--- src/rtl/multicycle_controller.sv ---
// Control FSM for a multicycle MIPS datapath with a shared ALU and one unified memory.
// Steps each instruction through fetch/decode/execute/memory/writeback and counts retirements.
module multicycle_controller #(
  parameter int CNT_W = 32
) (
  input  logic             clk,
  input  logic             rst_n,
  input  logic [5:0]       op,
  input  logic [5:0]       funct,
  input  logic             mem_ready,
  output logic             mem_req,
  output logic             iord,
  output logic             mem_write,
  output logic             ir_write,
  output logic             pc_write,
  output logic             branch,
  output logic [1:0]       pc_src,
  output logic             alu_src_a,
  output logic [1:0]       alu_src_b,
  output logic [2:0]       alu_control,
  output logic             reg_dst,
  output logic             mem_to_reg,
  output logic             reg_write,
  output logic             illegal_instr,
  output logic [CNT_W-1:0] instr_count,
  output logic [3:0]       state_o
);

  typedef enum logic [3:0] {
    FETCH    = 4'd0,
    DECODE   = 4'd1,
    MEMADR   = 4'd2,
    MEMREAD  = 4'd3,
    MEMWB    = 4'd4,
    MEMWRITE = 4'd5,
    EXECUTE  = 4'd6,
    ALUWB    = 4'd7,
    BRANCH   = 4'd8,
    ADDIEX   = 4'd9,
    ADDIWB   = 4'd10,
    JUMP     = 4'd11
  } state_t;

  localparam logic [5:0] OP_RTYPE = 6'b000000;
  localparam logic [5:0] OP_LW    = 6'b100011;
  localparam logic [5:0] OP_SW    = 6'b101011;
  localparam logic [5:0] OP_BEQ   = 6'b000100;
  localparam logic [5:0] OP_ADDI  = 6'b001000;
  localparam logic [5:0] OP_J     = 6'b000010;

  state_t           state_reg, state_next;
  logic [CNT_W-1:0] count_reg;
  logic             funct_ok;
  logic             retire;

  always_comb begin
    funct_ok = 1'b0;
    case (funct)
      6'b100000, 6'b100010, 6'b100100, 6'b100101, 6'b101010: funct_ok = 1'b1;
      default: funct_ok = 1'b0;
    endcase
  end

  always_comb begin
    state_next = state_reg;
    retire     = 1'b0;
    case (state_reg)
      FETCH:    if (mem_ready) state_next = DECODE;
      DECODE: begin
        if (op == OP_LW || op == OP_SW)           state_next = MEMADR;
        else if (op == OP_RTYPE && funct_ok)      state_next = EXECUTE;
        else if (op == OP_BEQ)                    state_next = BRANCH;
        else if (op == OP_ADDI)                   state_next = ADDIEX;
        else if (op == OP_J)                      state_next = JUMP;
        else                                      state_next = FETCH;
      end
      MEMADR:   state_next = (op == OP_SW) ? MEMWRITE : MEMREAD;
      MEMREAD:  if (mem_ready) state_next = MEMWB;
      MEMWRITE: if (mem_ready) begin
        state_next = FETCH;
        retire     = 1'b1;
      end
      EXECUTE:  state_next = ALUWB;
      ADDIEX:   state_next = ADDIWB;
      MEMWB, ALUWB, BRANCH, ADDIWB, JUMP: begin
        state_next = FETCH;
        retire     = 1'b1;
      end
      default:  state_next = FETCH;
    endcase
  end

  always_ff @(posedge clk or negedge rst_n) begin
    if (!rst_n) begin
      state_reg <= FETCH;
      count_reg <= '0;
    end else begin
      state_reg <= state_next;
      if (retire) count_reg <= count_reg + {{(CNT_W-1){1'b0}}, 1'b1};
    end
  end

  // Outputs follow the state, but every one of them is held at 0 while reset is asserted.
  always_comb begin
    mem_req       = 1'b0;
    iord          = 1'b0;
    mem_write     = 1'b0;
    ir_write      = 1'b0;
    pc_write      = 1'b0;
    branch        = 1'b0;
    pc_src        = 2'b00;
    alu_src_a     = 1'b0;
    alu_src_b     = 2'b00;
    alu_control   = 3'b000;
    reg_dst       = 1'b0;
    mem_to_reg    = 1'b0;
    reg_write     = 1'b0;
    illegal_instr = 1'b0;
    if (rst_n) begin
      case (state_reg)
        FETCH: begin
          mem_req     = 1'b1;
          ir_write    = mem_ready;
          pc_write    = mem_ready;
          alu_src_b   = 2'b01;
          alu_control = 3'b010;
        end
        DECODE: begin
          alu_src_b     = 2'b11;
          alu_control   = 3'b010;
          illegal_instr = (state_next == FETCH);
        end
        MEMADR, ADDIEX: begin
          alu_src_a   = 1'b1;
          alu_src_b   = 2'b10;
          alu_control = 3'b010;
        end
        MEMREAD: begin
          mem_req = 1'b1;
          iord    = 1'b1;
        end
        MEMWB: begin
          mem_to_reg = 1'b1;
          reg_write  = 1'b1;
        end
        MEMWRITE: begin
          mem_req   = 1'b1;
          iord      = 1'b1;
          mem_write = 1'b1;
        end
        EXECUTE: begin
          alu_src_a = 1'b1;
          case (funct)
            6'b100010: alu_control = 3'b110;
            6'b100100: alu_control = 3'b000;
            6'b100101: alu_control = 3'b001;
            6'b101010: alu_control = 3'b111;
            default:   alu_control = 3'b010;
          endcase
        end
        ALUWB: begin
          reg_dst   = 1'b1;
          reg_write = 1'b1;
        end
        BRANCH: begin
          alu_src_a   = 1'b1;
          alu_control = 3'b110;
          branch      = 1'b1;
          pc_src      = 2'b01;
        end
        ADDIWB: reg_write = 1'b1;
        JUMP: begin
          pc_src   = 2'b10;
          pc_write = 1'b1;
        end
        default: ;
      endcase
    end
  end

  assign instr_count = count_reg;
  assign state_o     = state_reg;

endmodule

--- config.mk ---
export PLATFORM = sky130hd
export DESIGN_NAME = multicycle_controller
export DESIGN_NICKNAME = d
export VERILOG_FILES = /design/src/rtl/multicycle_controller.sv
export SDC_FILE = /design/constraint.sdc
export NUM_CORES = 1
export LEC_CHECK = 0
export CAP_MARGIN = 10
export CORE_ASPECT_RATIO = 0.9
export CORE_MARGIN = 2
export CORE_UTILIZATION = 45
export DETAILED_ROUTE_END_ITERATION = 8
export PLACE_DENSITY_LB_ADDON = 0.3
export SYNTH_ARGS = -nofsm -noshare
export SYNTH_HDL_FRONTEND = slang
export SYNTH_SLANG_ARGS = --single-unit
--- constraint.sdc ---
create_clock -name clk -period 3.9 [get_ports clk]
set_clock_uncertainty 0.05 [all_clocks]
set_input_delay 0.585 -clock clk [delete_from_list [all_inputs] [get_ports clk]]
set_output_delay 0.585 -clock clk [all_outputs]
set_load 0.01 [all_outputs]
==> reports/results.tsv, run 1 <==
stage	metric	value	unit
yosys	dominant cell by count in the synthesized netlist	dfrtp_1	
finish	multi-input logic area	1140	µm²
worst_setup_path	Worst path slowest cell	clkdlybuf4s50_1	
floorplan	Die H	69.0	µm
cts	clk_lat worst skew	0.28	ns
routing	Wirelength per Cell	13.0	µm
worst_setup_path	cell chain of the critical path	clkdlybuf4s50_1 -> and3_1 -> and3_1 -> a21oi_1 -> or3_1 -> nor2_1 -> clkdlybuf4s50_1	
worst_setup_path	R2R Setup Slk	1.45	ns
yosys	Commonest cells post-synth	dfrtp_1 (36), nor2_1 (35), nand2_1 (25), xor2_1 (19), xnor2_1 (14)	
yosys	cell area after synthesis	2110	µm²
timing	RSZ-0062 raised after global routing	false	
yosys	Synth top area share	42.7	%
worst_setup_path	crit path buf inv count	2	
grt	first-pass GRT wire length	7990	µm
finish	# fillers	399	
floorplan	Die X	76.2	µm
finish	flip-flop and latch area	901	µm²
cts	clock-pin slew on the worst setup and hold paths	0.07	ns
worst_setup_path	Crit path depth	7	
timing	pins over their slew limit	0	
cts	clock buffer depth	2	
power	pwr/cell area	390	nW/µm²
worst_setup_path	R2R depth	5	
finish	post-route core utilization	65.1	%
cts	Num CTS Buffers	5	
yosys	Mapped Nets	257	
worst_setup_path	worst-path maximum fanout	6	
routing	Antenna Nets Post-Route	0	
timing	f_max	307	MHz
timing	Final setup viols	0	
grt	vias in the first global route	1755	
yosys	Primary FF master, synth	dfrtp_1	
place	gpl congestion	0.795	
timing	max_slew headroom	56.2	%
yosys	synth top area cells	dfrtp_1 (43%), xor2_1 (7.9%), nor2_1 (6.2%)	
finish	ant diodes	0	
grt	largest net degree at the start of global routing	36	
job	MaxCap Viol Count	0	
grt	initial antenna violation count	0	
worst_setup_path	kind of critical path	input port to output port	
yosys	synthesized area per cell	8.76	µm²
yosys	Mapped Cells	241	
yosys	register bit total from synthesis	36	
floorplan	die area	5260	µm²
cts	hold_buf cts	0	
worst_setup_path	Critical Path AT	2.62	ns
routing	WL final	4810	µm
worst_setup_path	Crit path max-delay family	buffers and inverters	
finish	Area Overhead vs Synth	38.4	%
timing	worst-margin pin slew	0.656	ns
routing	drt pass-1 iters	4	
place	PortBufs	68	
floorplan	cell row count	23	
floorplan	Initial Util	47.0	%
worst_setup_path	Worst setup SP type	input port	
power	Leakage	1.25	nW
worst_setup_path	Req. time, crit path	3.26	ns
timing	final hold vios	0	
yosys	leading area contributor after synthesis	dfrtp_1	
routing	Initial DRC Count	114	
timing	crit share post-route	83.4	%
finish	layout cells sized above 1	5.83	%
grt	overall global routing resource usage	19.1	%
cts	CTS tree	done	
outcome	status	complete, no violations	
worst_setup_path	endpoint class of the critical path	output port	
timing	setup TNS	0	ns
routing	via count	1964	
cts	Gates resized, CTS repair	0	
cts	CTS Sinks	36	
routing	# DRC	0	
yosys	Seq/Total Area, Yosys	42.7	%
power	worst vdd ir	0.210	mV
yosys	number of flops mapped to enable cells by yosys	0	
yosys	post-synth cell types	44	
yosys	Synth warnings	0	
worst_setup_path	CP peak stage delay	0.59	ns
floorplan	IO Count	69	
floorplan	Core ar.	4490	µm²
cts	H-tree depth	2	
grt	Overflow after GRT	0	
cts	Post-CTS Setup Repair Bufs	0	
place	detailed placement HPWL	3630	µm
cts	clk root buf	clkbuf_8	
timing	Period minus WS final	3.25	ns
yosys	Async SR Flop Fraction	100	%
routing	Via density	5.29	
finish	Nets	324	
hold_path	worst hold path type	input port to asynchronous set/reset pin	
[cell usage in the layout, fill, tap and decap left out, types with 2 or more instances in the layout]
master and n:
o21ai_0 6, nand2b_1 6, xnor2_1 14, nand4_1 10, or3_1 3, nor3b_1 2, nor2_1 35, xor2_1 19
dfrtp_1 36, a31oi_1 2, nor4_1 3, inv_1 8, clkbuf_8 6, clkdlybuf4s50_1 67, and3_1 4, a21oi_1 7
and2_1 2, nand2_1 25, clkinv_2 2, nand3_1 10, nor2b_1 2, nor3_1 13, or4_1 2, and4_1 3
[logic make-up (layout without fill, tap and decap cells)]
kind of cell	count (synthesis)	count (layout)	synth area share, %
buf+inv	17	85	3.44
flops	36	36	42.7
xor+xnor	33	33	13.7
mux	2	2	1.01
simple gates	126	126	30.2
fa+ha+maj	1	1	0.592
compound gates	26	26	8.41
[report_power, final]
part           switching (mW)  total [mW]  leakage (nW)  internal, mW
logic                   0.181       0.382         0.722         0.201
registers              0.0854       0.488         0.479         0.403
clock network           0.128       0.269        0.0510         0.141
total                   0.394        1.14          1.25         0.745
[metrics by stage]
stage	setup slack, ns	total power, mW	instances	hold slack [ns]	area (µm²)
2_1_floorplan	1.71	0.694	241	0.239	2110
3_3_place_gp	0.676	0.875	363	0.392	2830
3_5_place_dp	0.660	0.877	363	0.389	2830
4_1_cts	0.647	1.15	371	0.0834	2920
5_1_grt	0.513	1.21	371	0.0830	2920
6_report	0.646	1.14	371	0.0922	2920
[worst register-to-register path, delay by kind of cell, from the launching register on]
family	cells	cell delay (ns)
xor+xnor	1	0.18
simple gates	3	1.02
compound gates	1	0.36
flops	1	0.77
[per-layer routing]
layer  share of wire, %  track usage [%]  wire (µm)
met1                 45             24.1       2170
met2                 49             32.3       2330
met3                5.6             4.82        268
met4               0.83             7.50         40
met5                  0                0          0
[worst paths after layout]
check,startpoint,to
setup / recovery,op[1],illegal_instr
hold / removal,rst_n,state_o[1]
setup reg to reg,state_o[2],instr_count[29]
hold reg to reg,instr_count[31],instr_count[31]
max in group asynchronous,rst_n,instr_count[29]
min in group clk,instr_count[31],instr_count[31]
[state kept, by name, indices dropped and copies added, names as in the netlist]
register,count
instr_count,32
state_o,4
[layout make-up]
type,instances,share of cell area (%)
Tap cell,62,2.65
Clock buffer,6,2.83
Clock inverter,2,0.342
Multi-Input combinational cell,188,39.0
Inverter,8,1.03
Sequential cell,36,30.8
Timing Repair Buffer,69,23.4
Power figures use the tool's default switching activity.
==> run 2, diff against run 1 <==
==> constraint.sdc (replaced) <==
create_clock -name clk -period 3.3 [get_ports clk]
set_clock_uncertainty 0.05 [all_clocks]
set_input_delay 0.495 -clock clk [delete_from_list [all_inputs] [get_ports clk]]
set_output_delay 0.495 -clock clk [all_outputs]
set_load 0.01 [all_outputs]
==> reports/results.tsv, run 2 (synthesized netlist as in run 1, its figures left out) <==
stage	metric	value	unit	change
cts	Num CTS Buffers	5		unchanged
timing	worst-margin pin slew	0.642	ns	-0.0145 ns
cts	CTS tree	done		
grt	first-pass GRT wire length	8380	µm	+4.8%
timing	setup TNS	0	ns	unchanged
routing	Wirelength per Cell	13.2	µm	+1.8%
timing	Period minus WS final	2.97	ns	
routing	Antenna Nets Post-Route	0		unchanged
worst_setup_path	Setup crit start	funct[2]		
floorplan	cell row count	23		unchanged
routing	DR top layer	met4		
job	MaxCap Viol Count	0		unchanged
floorplan	IO Count	69		unchanged
timing	final hold vios	0		unchanged
finish	Area Overhead vs Synth	39.1	%	
worst_setup_path	Worst setup SP type	input port		
cts	Post-CTS Setup Repair Bufs	0		unchanged
timing	crit share post-route	90.1	%	
routing	# DRC	0		unchanged
floorplan	Die X	76.2	µm	unchanged
cts	H-tree depth	2		unchanged
routing	Initial DRC Count	79		-31%
cts	CTS Sinks	36		unchanged
worst_setup_path	Req. time, crit path	2.75	ns	-0.51 ns
timing	Final setup viols	0		unchanged
timing	f_max	337	MHz	
floorplan	Initial Util	47.0	%	unchanged
cts	Gates resized, CTS repair	0		unchanged
grt	largest net degree at the start of global routing	21		-42%
timing	RSZ-0062 raised after global routing	false		
finish	# fillers	401		+0.50%
place	PortBufs	68		unchanged
power	Leakage	1.26	nW	+0.74%
floorplan	Core ar.	4490	µm²	unchanged
routing	met3 WL	225	µm	-16%
routing	met2 wire len	2400	µm	+2.7%
place	gpl congestion	0.791		-0.54%
routing	WL final	4940	µm	+2.6%
timing	pins over their slew limit	0		unchanged
cts	hold_buf cts	0		unchanged
worst_setup_path	worst-path maximum fanout	5		-1
finish	post-route core utilization	65.4	%	+0.33 points
finish	commonest non-fill, non-tap cell in the layout	clkdlybuf4s50_1		
finish	Largest register FFs	32		unchanged
place	dpl ws	0.331	ns	-0.328 ns
grt	vias in the first global route	1869		+6.5%
place	detailed placement HPWL	3750	µm	+3.3%
finish	most frequent cells in the layout	clkdlybuf4s50_1 (67), dfrtp_1 (36), nor2_1 (35), nand2_1 (25), xor2_1 (19)		
finish	ant diodes	0		unchanged
routing	via count	1979		+0.76%
power	Total Power	1.33	mW	+17%
cts	clock buffer depth	2		unchanged
outcome	status	complete, no violations		
timing	worst setup margin	0.328	ns	-0.317 ns
grt	overall global routing resource usage	20.0	%	+0.95 points
worst_setup_path	r2r startpoint	state_o[2]		
hold_path	worst hold path type	input port to asynchronous set/reset pin		
grt	Overflow after GRT	0		unchanged
cts	clk_lat worst skew	0.28	ns	about the same
power	worst vdd ir	0.256	mV	+22%
floorplan	Die H	69.0	µm	unchanged
floorplan	die area	5260	µm²	unchanged
power	pwr/cell area	454	nW/µm²	+16%
routing	drt pass-1 iters	4		unchanged
worst_setup_path	Critical Path AT	2.43	ns	-0.19 ns
finish	Nets	328		+1.2%
worst_setup_path	kind of critical path	input port to output port		
timing	max_slew headroom	57.2	%	+0.97 points
cts	clock-pin slew on the worst setup and hold paths	0.07	ns	about the same
grt	initial antenna violation count	0		unchanged
worst_setup_path	endpoint class of the critical path	output port		
timing	Fin Hold WS	0.271	ns	+0.179 ns
routing	DRT met1 WL	2260	µm	+4.3%
routing	Via density	5.29		about the same
finish	layout cells sized above 1	6.41	%	+0.59 points
cts	clk root buf	clkbuf_8		
run 2: cell count changes in the layout (fill, tap and decap cells not counted), sizes merged:
| cell | previous run | this run |
|---|---|---|
| clkinv | 2 | 1 |
| buf | 2 | 6 |
run 2: worst max-delay path, stage by stage:
cell and delay, ns:
clkdlybuf4s50_1 0.54, mux2i_1 0.12, a31oi_1 0.17, nor4_1 0.07, or3_1 0.36, nor2_1 0.13
clkdlybuf4s50_1 0.54
run 2: worst paths after layout:
kind                                   endpoint  slack (ns)  cells after the start
worst min-delay path            instr_count[29]        0.27                      2
worst max-delay path              illegal_instr        0.33                      7
max in group asynchronous            state_o[0]        2.70                      2
worst max register to register  instr_count[22]        0.90                      6
worst min register to register  instr_count[31]        0.42                      1
min in group clk                instr_count[31]        0.42                      1
run 2: through the flow:
step,area (µm²),std cells
after floorplan,2110,241
after global placement,2860,367
after CTS,2940,374
final,2940,374
after detailed placement,2860,367
after global routing,2940,374
run 2: metal layers:
layer,vias up,GRT usage [%]
li1,972,-
met1,942,25.1
met2,61,34.5
met3,4,5.08
met4,0,6.82
met5,-,0
run 2: layout make-up:
| cell class | count | area (µm²) | area share [%] |
|---|---|---|---|
| Tap cell | 62 | 77.6 | 2.64 |
| Sequential cell | 36 | 901 | 30.7 |
| Inverter | 8 | 30.0 | 1.02 |
| Clock buffer | 6 | 72.6 | 2.47 |
| Multi-Input combinational cell | 188 | 1140 | 38.8 |
| Timing Repair Buffer | 73 | 713 | 24.3 |
| Clock inverter | 1 | 5.00 | 0.170 |
run 2: report_power, final:
part,internal (mW),switching [mW]
Sequential,0.477,0.0844
Combinational,0.249,0.234
Clock,0.143,0.144
Total,0.869,0.463
